===== src/rtl/rsa_host_ctrl_pkg.sv =====
// Shared definitions for the RSA host controller: FSM encoding, operand register selects, frame sizes.
package rsa_host_ctrl_pkg;

  localparam int unsigned DATA_W        = 8;
  localparam int unsigned ADDR_W        = 5;
  localparam int unsigned SEL_W         = 2;
  localparam int unsigned CNT_W         = 7;
  localparam int unsigned OPERAND_BYTES = 32;
  localparam int unsigned FRAME_BYTES   = 96;

  localparam logic [SEL_W-1:0] REG_M = 2'b01;
  localparam logic [SEL_W-1:0] REG_E = 2'b10;
  localparam logic [SEL_W-1:0] REG_N = 2'b11;

  typedef enum logic [2:0] {
    LOAD     = 3'd0,
    START    = 3'd1,
    WAIT     = 3'd2,
    READ_REQ = 3'd3,
    READ_CAP = 3'd4,
    OUT      = 3'd5,
    RELEASE  = 3'd6
  } state_e;

  // Operand register for a frame byte position: M, then E, then N (equals 1 + cnt[6:5]).
  function automatic logic [SEL_W-1:0] load_sel(input logic [CNT_W-1:0] cnt);
    case (cnt[6:5])
      2'd0:    load_sel = REG_M;
      2'd1:    load_sel = REG_E;
      default: load_sel = REG_N;
    endcase
  endfunction

endpackage


===== src/rtl/rsa_host_ctrl.sv =====
// Byte-stream front end for an RSA core: loads M/E/N, starts the core, streams the result out MSB first.
module rsa_host_ctrl
  import rsa_host_ctrl_pkg::*;
(
  input  logic              clk,
  input  logic              reset,
  input  logic              in_valid,
  input  logic [DATA_W-1:0] in_data,
  output logic              in_ready,
  output logic              out_valid,
  output logic [DATA_W-1:0] out_data,
  input  logic              out_ready,
  output logic              busy,
  output logic              rsa_we,
  output logic              rsa_oe,
  output logic              rsa_start,
  output logic [SEL_W-1:0]  rsa_reg_sel,
  output logic [ADDR_W-1:0] rsa_addr,
  output logic [DATA_W-1:0] rsa_data_i,
  input  logic [DATA_W-1:0] rsa_data_o,
  input  logic              rsa_ready
);

  state_e              state_q, state_d;
  logic [CNT_W-1:0]    cnt_q, cnt_d;
  logic [ADDR_W-1:0]   idx_q, idx_d;
  logic [DATA_W-1:0]   out_data_q, out_data_d;

  assign out_data = out_data_q;

  // State, byte counter, read index and captured result byte.
  always_ff @(posedge clk) begin
    if (reset) begin
      state_q    <= LOAD;
      cnt_q      <= '0;
      idx_q      <= '0;
      out_data_q <= '0;
    end else begin
      state_q    <= state_d;
      cnt_q      <= cnt_d;
      idx_q      <= idx_d;
      out_data_q <= out_data_d;
    end
  end

  // Next-state and core/handshake strobes; all strobes forced low while reset is held.
  always_comb begin
    state_d     = state_q;
    cnt_d       = cnt_q;
    idx_d       = idx_q;
    out_data_d  = out_data_q;
    in_ready    = 1'b0;
    out_valid   = 1'b0;
    busy        = 1'b1;
    rsa_we      = 1'b0;
    rsa_oe      = 1'b0;
    rsa_start   = 1'b0;
    rsa_reg_sel = '0;
    rsa_addr    = '0;
    rsa_data_i  = '0;

    case (state_q)
      LOAD: begin
        busy     = 1'b0;
        in_ready = rsa_ready;
        if (in_valid && rsa_ready) begin
          rsa_we      = 1'b1;
          rsa_reg_sel = load_sel(cnt_q);
          rsa_addr    = ADDR_W'(5'd31 - cnt_q[4:0]);
          rsa_data_i  = in_data;
          if (cnt_q == CNT_W'(FRAME_BYTES - 1)) begin
            cnt_d   = '0;
            state_d = START;
          end else begin
            cnt_d = CNT_W'(cnt_q + 7'd1);
          end
        end
      end
      START: begin
        rsa_start = 1'b1;
        state_d   = WAIT;
      end
      WAIT: begin
        if (rsa_ready) begin
          idx_d   = ADDR_W'(OPERAND_BYTES - 1);
          state_d = READ_REQ;
        end
      end
      READ_REQ: begin
        rsa_oe   = 1'b1;
        rsa_addr = idx_q;
        state_d  = READ_CAP;
      end
      READ_CAP: begin
        rsa_oe     = 1'b1;
        rsa_addr   = idx_q;
        out_data_d = rsa_data_o;
        state_d    = OUT;
      end
      OUT: begin
        rsa_oe    = 1'b1;
        rsa_addr  = idx_q;
        out_valid = 1'b1;
        if (out_ready) begin
          if (idx_q == '0) begin
            state_d = RELEASE;
          end else begin
            idx_d   = ADDR_W'(idx_q - 5'd1);
            state_d = READ_REQ;
          end
        end
      end
      RELEASE: begin
        cnt_d   = '0;
        state_d = LOAD;
      end
      default: begin
        state_d = LOAD;
      end
    endcase

    if (reset) begin
      in_ready    = 1'b0;
      out_valid   = 1'b0;
      busy        = 1'b0;
      rsa_we      = 1'b0;
      rsa_oe      = 1'b0;
      rsa_start   = 1'b0;
      rsa_reg_sel = '0;
      rsa_addr    = '0;
      rsa_data_i  = '0;
    end
  end

endmodule


===== config.mk =====
export PLATFORM = sky130hd
export DESIGN_NAME = rsa_host_ctrl
export DESIGN_NICKNAME = d
export VERILOG_FILES = /design/src/rtl/rsa_host_ctrl_pkg.sv /design/src/rtl/rsa_host_ctrl.sv
export SDC_FILE = /design/constraint.sdc
export NUM_CORES = 1
export LEC_CHECK = 0
export ABC_AREA = 1
export CAP_MARGIN = 40
export CELL_PAD_IN_SITES_DETAIL_PLACEMENT = 0
export CELL_PAD_IN_SITES_GLOBAL_PLACEMENT = 1
export CORE_MARGIN = 2
export CORE_UTILIZATION = 31
export CTS_BUF_LIST = sky130_fd_sc_hd__clkbuf_4 sky130_fd_sc_hd__clkbuf_8
export CTS_CLUSTER_SIZE = 14
export DETAILED_ROUTE_END_ITERATION = 16
export GPL_TIMING_DRIVEN = 0
export PLACE_DENSITY_LB_ADDON = 0.1
export SYNTH_ARGS = -nofsm -noshare
export SYNTH_HDL_FRONTEND = slang
export SYNTH_SLANG_ARGS = --single-unit

===== constraint.sdc =====
create_clock -name clk -period 1.75 [get_ports clk]
set_input_delay 0.175 -clock clk [delete_from_list [all_inputs] [get_ports clk]]
set_output_delay 0.175 -clock clk [all_outputs]
set_load 0.02 [all_outputs]

==> results.cfg, run 1 <==
[worst_hold_path]
min_path_type = flip-flop to flip-flop
hp-start = out_data[0]

[cts]
cts_tree = yes
worstSkewPairLatency_ps = 270
cts_buffer_depth = 2
h-tree-depth = 1
cts_inserted_buffers = 3
root_buffer = clkbuf_8
clock-sinks = 23
clk_pin_slew_worst_paths_ps = 90

[timing]
hold_violations = 0
clock-skew-final_ps = 8.78
finalSetupTns_ps = 0
max_freq_mhz = 590
post-route-period-util = 0.969
holdWs_ps = 490
post-route-min-period_ps = 1700
slew_headroom = 0.763
setup_viol = 0
slew_viol_final = 0
worstMarginPinSlew_ps = 355
fin_ws_ps = 54.9
rsz0062_at_grt = true

[drt]
wirelength_um = 3780
dr.pass1.iters = 4
postRouteAntennaNets = 0
vias_per_cell = 4.67
drt_iter0_markers = 75
wl_per_cell_um = 11.4
vias = 1542
drc = 0

[global_routing]
grt_pass1_vias = 1475
grt_pass1_wl_um = 6630
grt_remaining_overflow = 0
antenna_found_initial = 0
grtUsageTotal = 0.159
grt_max_degree = 18

[synthesis]
seq_area_frac_synth = 0.333
synth-seq-cells = 23
synth_edf_count = 0
ys.flop_type = dfxtp_1
async_reset_ff_frac = 0
synth.distinct_cells = 25
synth_area_per_cell_um2 = 6.28
synth_area_um2 = 1380
ys_warn_count = 0
syn_inst = 220
synth_nets = 243

[pwr]
p_per_area_nw_per_um2 = 508
peakVddDrop_v = 0.000346
clockPowerShare = 0.342
power.internal_mw = 0.783
combPwrFrac = 0.146
leakage_nw = 0.916
switchingPower_mw = 0.251
p_sw_frac = 0.242
sequentialPowerShare = 0.512
p_total_mw = 1.03

[finish]
drive_gt1_frac = 0.205
diodes = 0
layout_common_cells = nor2_1 (45), nand2_1 (41), clkdlybuf4s50_1 (28)
layout.nets = 302
area_growth_pct = 47.3
final_common_cell = nor2_1
fin_cells = 330

[worst_setup_path]
worstReg2RegStart = cnt_q[0]
critPathRequiredTime_ps = 1570
crit_arrival_ps = 1520
critPathLaunchType = flip-flop
startpoint = state_q[1]
critPathKind = flip-flop to primary output
r2r_slack_ps = 260
end_kind = primary output
crit_fanout = 8

[floorplanning]
die-area_um2 = 5010
rows = 24
die_width_um = 70.8
io_pins = 50
initial_utilization = 0.320
fp.dieH_um = 70.8
core-area_um2 = 4320

[placement]
dp_hpwl_um = 2910
pre_cts_slack_ps = -554
dpl.cell_count = 321
portBuffers = 49
gp_congestion = 0.742

[outcome]
outcome = complete, no violations

[job]
maxCapViolCount = 0
==> synth_stat cells (all sizes together) (2+ instances only) <==
master  instances  area share
inv            28       0.076
o21a            2       0.011
nand2          45        0.13
nor3            3       0.011
a21oi          12       0.043
nand3b          2       0.011
dfxtp          23        0.33
ha              2       0.018
buf             2      0.0090
nand3          24       0.094
o21ai          14       0.051
nor2           56        0.18
==> logic make-up after synthesis <==
| logic type | count (synthesis) | synth area share |
|---|---|---|
| compound gates | 28 | 0.105 |
| buf+inv | 31 | 0.0878 |
| flops | 23 | 0.333 |
| simple gates | 134 | 0.443 |
| xor+xnor | 2 | 0.0127 |
| fa+ha+maj | 2 | 0.0181 |
==> metrics by stage <==
step	area, µm²	utilization
final	2040	0.471
after global routing	2040	0.471
after CTS	1960	0.454
after detailed placement	1940	0.448
after global placement	1940	0.448
after floorplan	1380	-
==> worst paths after layout <==
path,cells past startpoint,to
worst min register to register,2,out_data[0]
worst max register to register,8,state_q[2]
worst max-delay path,6,rsa_addr[2]
worst min-delay path,2,out_data[0]
==> routing by layer <==
metal | vias up | global-route usage | share of wire | routed length, µm
met4 | 0 | 0.0273 | 0.0056 | 21
met3 | 2 | 0.0313 | 0.034 | 129
li1 | 813 | - | - | -
met1 | 702 | 0.200 | 0.47 | 1770
met5 | - | 0 | 0 | 0
met2 | 25 | 0.286 | 0.49 | 1860
==> state kept, by name (all words and copies together), names as in the netlist <==
signal and count:
cnt_q 7, idx_q 5, out_data 8, state_q 3
==> critical path, cell delays in order, from the launching register on <==
cell,delay (ps)
dfxtp_2,330
buf_6,130
nor2_4,110
nand4_4,130
or2_4,280
a21oi_2,150
buf_6,130
==> final cells by class <==
cell class,instances,area (µm²)
sequential,23,464
fill,470,2290
tap,52,65.1
buffer,2,18.8
clock buffer,4,48.8
timing repair buffer,55,473
multi-input combinational,166,856
inverter,28,111
==> power by group through the flow <==
stage	Sequential, mW	Clock (mW)	Combinational (mW)
floorplan	0.541	0	0.0596
global placement	0.541	0	0.142
detailed placement	0.541	0	0.143
CTS	0.529	0.368	0.140
global route	0.530	0.385	0.167
finish	0.529	0.354	0.151
==> timing repair <==
item                                    in CTS  in global routing
pin swaps                                    1                  3
endpoints found under the setup margin      21                 18
hold buffers                                 0                  0
gates resized for setup                     77                 19
buffers inserted                             1                  5
Power figures use the tool's default switching activity.
==> run 2: changes to the inputs <==
==> constraint.sdc (replaced) <==
create_clock -name clk -period 1.75 [get_ports clk]
set_input_delay 0.175 -clock clk [delete_from_list [all_inputs] [get_ports clk]]
set_output_delay 0.175 -clock clk [all_outputs]
set_load 0.05 [all_outputs]
==> run 2 against run 1 <==
Net effect:
- combinational power rose by 41%
- critical path type unchanged
- utilization rose by 4.6 points
- first-iteration DRC count rose by 71%
- die area did not move
- hold slack got worse by 38 ps
- final area rose by 9.8%
==> results.cfg, run 2 (synthesized netlist as in run 1, its figures left out) <==
[drt]
vias = 1535
dr.pass1.iters = 4
wirelength_um = 3720
postRouteAntennaNets = 0
wl_per_cell_um = 11.2
drt_iter0_markers = 128
drc = 0
vias_per_cell = 4.62

[pwr]
clockPowerShare = 0.313
p_per_area_nw_per_um2 = 482
power.internal_mw = 0.779
peakVddDrop_v = 0.000313
leakage_nw = 0.941
combPwrFrac = 0.197
switchingPower_mw = 0.299
sequentialPowerShare = 0.490
p_sw_frac = 0.277

[timing]
max_freq_mhz = 577
finalSetupTns_ps = 0
slew_viol_final = 0
post-route-period-util = 0.991
slew_headroom = 0.661
clock-skew-final_ps = 2.02
post-route-min-period_ps = 1730
worstMarginPinSlew_ps = 507
holdWs_ps = 451
rsz0062_at_grt = true
setup_viol = 0
hold_violations = 0

[floorplanning]
initial_utilization = 0.320
io_pins = 50
die_width_um = 70.8
die-area_um2 = 5010
core-area_um2 = 4320
rows = 24
fp.dieH_um = 70.8

[worst_setup_path]
crit_family = simple AND/OR/NAND/NOR gates
cp_num_buf_inv = 3
ff2ff_path_depth = 9
slowest_stage = dfxtp_4
crit_path_frequent_cell = nor2_4
worstReg2RegEnd = cnt_q[2]
critPathRequiredTime_ps = 1570
critPathCapture = rsa_reg_sel[0]
crit_fanout = 5
cpPeakStageDelay_ps = 380
critPathLaunchType = flip-flop
crit_arrival_ps = 1560
startpoint = state_q[0]
critPathKind = flip-flop to primary output
worstReg2RegStart = state_q[0]
r2r_slack_ps = 210
crit_chain = nor2_4, nand4_4, nor2_4, buf_12, inv_12, nor2_4, buf_8
end_kind = primary output
cp.depth = 7

[cts]
cts_buffer_depth = 2
root_buffer = clkbuf_8
cts_inserted_buffers = 3
worstSkewPairLatency_ps = 270
h-tree-depth = 1
clock-sinks = 23
clk_pin_slew_worst_paths_ps = 90
cts_hold_buf = 0
cts_tree = yes

[global_routing]
grt_pass1_vias = 1402
antenna_found_initial = 0
grt_pass1_wl_um = 6480
grt_max_degree = 17
grtUsageTotal = 0.157
grt_remaining_overflow = 0

[finish]
fin_util = 0.517
layout.nets = 304
fillers = 462
final_common_cell = nand2_1
area_growth_pct = 61.7
fin_cells = 332
final_area_um2 = 2240
layout_common_cells = nand2_1 (41), nor2_1 (38), clkdlybuf4s50_1 (26)
diodes = 0
largest_reg_flops = 8
drive_gt1_frac = 0.264

[placement]
place_area_um2 = 2050
portBuffers = 49
gp_congestion = 0.751
dpl.cell_count = 321
dp_hpwl_um = 2840

[outcome]
outcome = complete, no violations

[job]
maxCapViolCount = 0

[worst_hold_path]
min_path_type = input pin to flip-flop
==> run 2: repair_timing <==
action	CTS	global route
pin swaps	4	4
cloned	1	0
setup endpoints to repair	21	19
resized for setup	135	8
setup buffers	7	1
==> run 2: power groups by stage <==
stage / Combinational, mW / Clock (mW) / Sequential [mW]
3_5_place_dp: 0.190 / 0 / 0.542
5_1_grt: 0.230 / 0.363 / 0.529
4_1_cts: 0.211 / 0.355 / 0.529
2_1_floorplan: 0.106 / 0 / 0.541
6_report: 0.213 / 0.338 / 0.528
3_3_place_gp: 0.189 / 0 / 0.542
==> run 2: layout make-up <==
cell class	count	area, µm²	area share
multi-input cells	166	933	0.417
repair buffers	57	582	0.260
flip-flops and latches	23	467	0.209
inverters	28	121	0.0543
well taps	52	65.1	0.0291
clock buffers	3	41.3	0.0185
repair inverters	1	16.3	0.00727
clock inverters	1	5.00	0.00224
plain buffers	1	5.00	0.00224
==> run 2: worst min-delay path by stage <==
stage,start,end,slack [ps],cells after the start
floorplan,reset,cnt_q[0],240,1
global placement,out_data[4],out_data[4],460,2
detailed placement,out_data[6],out_data[6],470,2
CTS,reset,cnt_q[0],440,2
global route,reset,cnt_q[0],470,2
finish,reset,cnt_q[0],450,2
==> run 2: through the flow <==
stage               power (mW)  setup slack (ps)
floorplan                0.647              -115
global route              1.12             -68.6
finish                    1.08              15.5
CTS                       1.09             -14.0
global placement         0.731              -825
detailed placement       0.731              -803
==> run 2: layer usage <==
| layer | track usage | up-vias | wire, µm |
|---|---|---|---|
| met5 | 0 | - | 0 |
| met4 | 0.0377 | 0 | 19 |
| met3 | 0.0313 | 2 | 190 |
| met2 | 0.239 | 32 | 1650 |
| met1 | 0.230 | 679 | 1860 |
| li1 | - | 822 | - |
